File: config.mk
export PLATFORM = sky130hd
export DESIGN_NAME = alu_operand_sequencer
export DESIGN_NICKNAME = d
export VERILOG_FILES = /design/src/rtl/alu_operand_sequencer.sv
export SDC_FILE = /design/constraint.sdc
export NUM_CORES = 1
export LEC_CHECK = 0
export ABC_AREA = 1
export BUFFER_PORTS_ARGS = -buffer_cell sky130_fd_sc_hd__buf_2
export CORE_ASPECT_RATIO = 0.6
export CORE_MARGIN = 3
export CORE_UTILIZATION = 46
export DETAILED_ROUTE_END_ITERATION = 8
export GPL_TIMING_DRIVEN = 1
export PLACE_DENSITY_LB_ADDON = 0.08
export SYNTH_ARGS = -nofsm -noshare
export SYNTH_HDL_FRONTEND = slang
export SYNTH_SLANG_ARGS = --single-unit
File: constraint.sdc
create_clock -name clk -period 1.2 [get_ports clk]
set_clock_uncertainty 0.05 [all_clocks]
set_input_delay 0.12 -clock clk [delete_from_list [all_inputs] [get_ports clk]]
set_output_delay 0.12 -clock clk [all_outputs]
set_load 0.01 [all_outputs]
File: src/rtl/alu_operand_sequencer.sv
// Operand sequencer for the 3-operand ALU datapath.
// Loads a, b, c and op one word at a time from a valid/ready stream and holds
// them on registers for the ALU. After one settle cycle it captures the ALU
// result, offers it downstream with a valid/ready handshake, and counts each
// delivered result.
module alu_operand_sequencer #(
  parameter int WIDTH = 3,
  parameter int CNT_W = 8
) (
  input  logic             clk,
  input  logic             rst,
  input  logic             clear,
  input  logic [WIDTH-1:0] in_data,
  input  logic             in_valid,
  output logic             in_ready,
  output logic [WIDTH-1:0] a,
  output logic [WIDTH-1:0] b,
  output logic [WIDTH-1:0] c,
  output logic [WIDTH-1:0] op,
  input  logic [WIDTH-1:0] r_in,
  output logic [WIDTH-1:0] res,
  output logic             res_valid,
  input  logic             res_ready,
  output logic             busy,
  output logic [CNT_W-1:0] res_cnt
);

  typedef enum logic [2:0] {
    LD_A  = 3'd0,
    LD_B  = 3'd1,
    LD_C  = 3'd2,
    LD_OP = 3'd3,
    EVAL  = 3'd4,
    HOLD  = 3'd5
  } state_t;

  state_t state;
  state_t state_next;

  // A word is taken only while loading, and never in a cycle that clear aborts.
  logic xfer;

  assign in_ready = (state == LD_A) || (state == LD_B) ||
                    (state == LD_C) || (state == LD_OP);
  assign busy     = (state != LD_A);
  assign xfer     = in_valid & in_ready & ~clear;

  // State register.
  always_ff @(posedge clk or posedge rst) begin
    if (rst) begin
      state <= LD_A;
    end else begin
      state <= state_next;
    end
  end

  // Next-state decode: clear overrides every handshake.
  always_comb begin
    state_next = state;
    if (clear) begin
      state_next = LD_A;
    end else begin
      case (state)
        LD_A:    if (in_valid) state_next = LD_B;
        LD_B:    if (in_valid) state_next = LD_C;
        LD_C:    if (in_valid) state_next = LD_OP;
        LD_OP:   if (in_valid) state_next = EVAL;
        EVAL:    state_next = HOLD;
        HOLD:    if (res_ready) state_next = LD_A;
        default: state_next = LD_A;
      endcase
    end
  end

  // Operand, result and counter registers.
  always_ff @(posedge clk or posedge rst) begin
    if (rst) begin
      a         <= '0;
      b         <= '0;
      c         <= '0;
      op        <= '0;
      res       <= '0;
      res_valid <= 1'b0;
      res_cnt   <= '0;
    end else if (clear) begin
      // Abort: operands and any pending result are dropped, but the last
      // delivered result and the delivery count survive.
      a         <= '0;
      b         <= '0;
      c         <= '0;
      op        <= '0;
      res_valid <= 1'b0;
    end else begin
      if (xfer) begin
        case (state)
          LD_A:    a  <= in_data;
          LD_B:    b  <= in_data;
          LD_C:    c  <= in_data;
          LD_OP:   op <= in_data;
          default: ;
        endcase
      end
      // Operands have been stable for the whole EVAL cycle; sample the ALU.
      if (state == EVAL) begin
        res       <= r_in;
        res_valid <= 1'b1;
      end
      if ((state == HOLD) && res_ready) begin
        res_valid <= 1'b0;
        res_cnt   <= res_cnt + 1'b1;
      end
    end
  end

endmodule
==> results.ini <==
[outcome]
outcome=finished with violations
violations=negative setup slack

[sta]
finalHoldViolCount=0
drv_slew=0
slew_headroom_pct=75.71
setup_viol=16
tightest_slew_ns=0.3631
rsz0062_at_grt=true
timing.final.ws_setup_ns=-0.1454
fin_tns_setup_ns=-1.318
period_minus_slack_ns=1.345
timing.fmax_mhz=743.3
final.period_utilization_pct=112.1

[drt]
wl_met2_mm=1.836
vias=1359
drt-met1-wl_mm=1.711
drt_iter0_markers=126
met3_length_um=211
wl_per_cell_um=13.95
drc_errors=0
top_layer=met4
via_per_inst=4.996
routed_wirelength_mm=3.795
drt_pass1_iterations=4
drtAntennaViolNets=0

[place]
gp_congestion=0.8022
dp_hpwl_mm=2.554
port_buffers=36

[cts]
tritoncts=done
clk_latency_ns=0.28
cts_max_level=1
clk_pin_slew_ns=0.09
cts.root.buffer_cell=clkbuf_8
clockBufferDepth=2
cts_num_sinks=27
cts_inserted_buffers=3

[global_routing]
grt_pass1_vias=1231
globalRouteTotalUtil_pct=19.34
grt_max_degree=28
antenna_found_initial=0
grt_pass1_wl_mm=5.706
grt_overflow_total=0

[final_layout]
area_growth_pct=35.73
final_common_cell=nand2_1
nNetsFinal=245
drive_above_1_share_pct=36.21
fin_util_pct=69.97
num_antenna_cells=0
final_cell_mix=nand2_1 (69), buf_2 (34), dfrtp_1 (24)

[die]
die-area_um2=3697
core-area_um2=2663
io_pins=37
fp.dieH_um=48.31
start_util_pct=51.55
rows=14
die_x_um=76.52

[synth]
syn_inst=175
synthAdderAreaFrac_pct=0.9116
syn_nets=187
synth_compound_area_share_pct=3.920
synth-simple-area-share_pct=36.55
synth_xor_xnor_area_share_pct=2.552
synth_top_family_by_area=simple AND/OR/NAND/NOR gates
synth_cell_types=23
synthMuxAreaShare_pct=0
ys_ff_latch=27
ys_warn_count=0
syn_area_um2=1373
ys_seq_area_share_pct=49.23
postSynthAreaPerCell_um2=7.843

[setup_path]
endpoint_kind=flip-flop
r2r-start=state[1]$_DFFE_PP0P_
cp.arrival_ns=1.52
r2r_setup_slack_ns=-0.15
critical_path_class=flip-flop to flip-flop
start_kind=flip-flop
r2r-end=res_cnt[6]$_DFFE_PP0P_
critPathMaxFanout=6
crit_slowest_cell=dfrtp_2
cp.required_ns=1.37
crit_chain=inv_4 > nand4_1 > nor2_4 > buf_4 > nand2_1 > nand2_1
r2r.worst_path.cells=6
cp_common_cell=nand2_1
max_stage_delay_ns=0.46

[power]
p_comb_share_pct=27.0
ir_drop_v=0.0008463
leakage_nw=1.017
power_density_nw_per_um2=1184
switching_share_pct=31.54
seq_power_share_pct=49.5
p_sw_w=0.0006959
p_int_w=0.001511
clkPwrFrac_pct=23.5

[hold_path]
hold_path.class=primary input to flip-flop
hold_end=res[1]$_DFFE_PP0P_
holdPathStages=3
hp-start=r_in[1]

[flow_run]
maxCapViolations=0

[metal layers]
metal | track usage (%) | vias to the layer above
met5 | 0 | -
met4 | 4.518 | 0
met3 | 4.630 | 5
met2 | 32.36 | 46
met1 | 25.66 | 645
li1 | - | 663
[area by class of cell]
type                       count  area, um^2
timing repair buffer          56       364.1
inverter                      17       68.82
sequential                    27       679.4
multi-input combinational    128       655.6
tap                           40       50.05
fill                         225       799.5
clock buffer                   4       45.04
[logic make-up (layout without fill, tap and decap cells)]
group | Yosys count | count (layout)
and+or+nand+nor | 114 | 114
DFF | 27 | 27
buffers and inverters | 20 | 77
AOI/OAI and AO/OA | 9 | 9
xor gates and xnor gates | 4 | 4
adders and majority gates | 1 | 1
[worst max-delay path, delay by kind of cell, from the launching register on]
kind          cells  cell delay (ns)
simple gates      4             0.54
flops             1             0.46
buf+inv           2             0.24
[power by group through the flow]
stage                     clock network (W)  registers [W]  logic [W]
after floorplan                           0        0.00114   0.000233
after global placement                    0        0.00110   0.000473
after detailed placement                  0        0.00110   0.000486
after CTS                          0.000516        0.00108   0.000538
after global routing               0.000577        0.00111   0.000653
final                              0.000518        0.00109   0.000595
[through the flow]
stage	cell area [um^2]	power [W]	hold slack (ns)	setup WS, ns	instances
final	1863	0.002207	0.03766	-0.1454	272
after global routing	1863	0.002336	0.03843	-0.1911	272
after CTS	1767	0.002138	0.03996	-0.09662	268
after detailed placement	1650	0.001591	0.1602	-0.06720	258
after global placement	1650	0.001572	0.1445	-0.002932	258
after floorplan	1373	0.001375	0.1227	0.05019	175
[sequential cells by signal (all words and copies together) (netlist names)]
name / cells
a: 3
b: 3
c: 3
op: 3
res: 3
res_cnt: 8
res_valid: 1
state: 3
[synth_stat cells]
cell type	count	area share, %
buf_6	2	1.6
dfrtp_1	27	49
inv_4	1	0.46
o22ai_1	1	0.46
xor2_1	1	0.64
nand4_4	1	1.5
ha_1	1	0.91
o21ai_1	2	0.73
nand4_1	2	0.91
nor2_4	2	1.6
o21ai_2	2	1.3
nand2_2	2	0.91
nand2_1	73	20
nor2_2	1	0.46
inv_1	13	3.6
buf_2	1	0.36
inv_2	3	0.82
nor2_1	12	3.3
nor3_1	1	0.36
o21ai_0	4	1.5
nand3_1	19	6.9
nand3b_1	1	0.55
xnor2_1	3	1.9
[how the worst max path moves through the flow]
| stage | startpoint | to |
|---|---|---|
| 2_1_floorplan | state[2]$_DFFE_PP0P_ | op[0]$_DFFE_PP0P_ |
| 3_3_place_gp | state[1]$_DFFE_PP0P_ | res[0]$_DFFE_PP0P_ |
| 3_5_place_dp | state[1]$_DFFE_PP0P_ | res_cnt[5]$_DFFE_PP0P_ |
| 4_1_cts | state[1]$_DFFE_PP0P_ | busy |
| 5_1_grt | state[1]$_DFFE_PP0P_ | res_cnt[6]$_DFFE_PP0P_ |
| 6_report | state[1]$_DFFE_PP0P_ | res_cnt[6]$_DFFE_PP0P_ |
[what timing repair did]
action | CTS | global route
gates cloned | 0 | 0
setup endpoints to repair | 12 | 29
setup buffers | 5 | 4
pin swaps | 2 | 7
hold buffers | 1 | 0
hold endpoints to repair | 27 | 0
resized for setup | 9 | 17
Power figures use the tool's default switching activity.
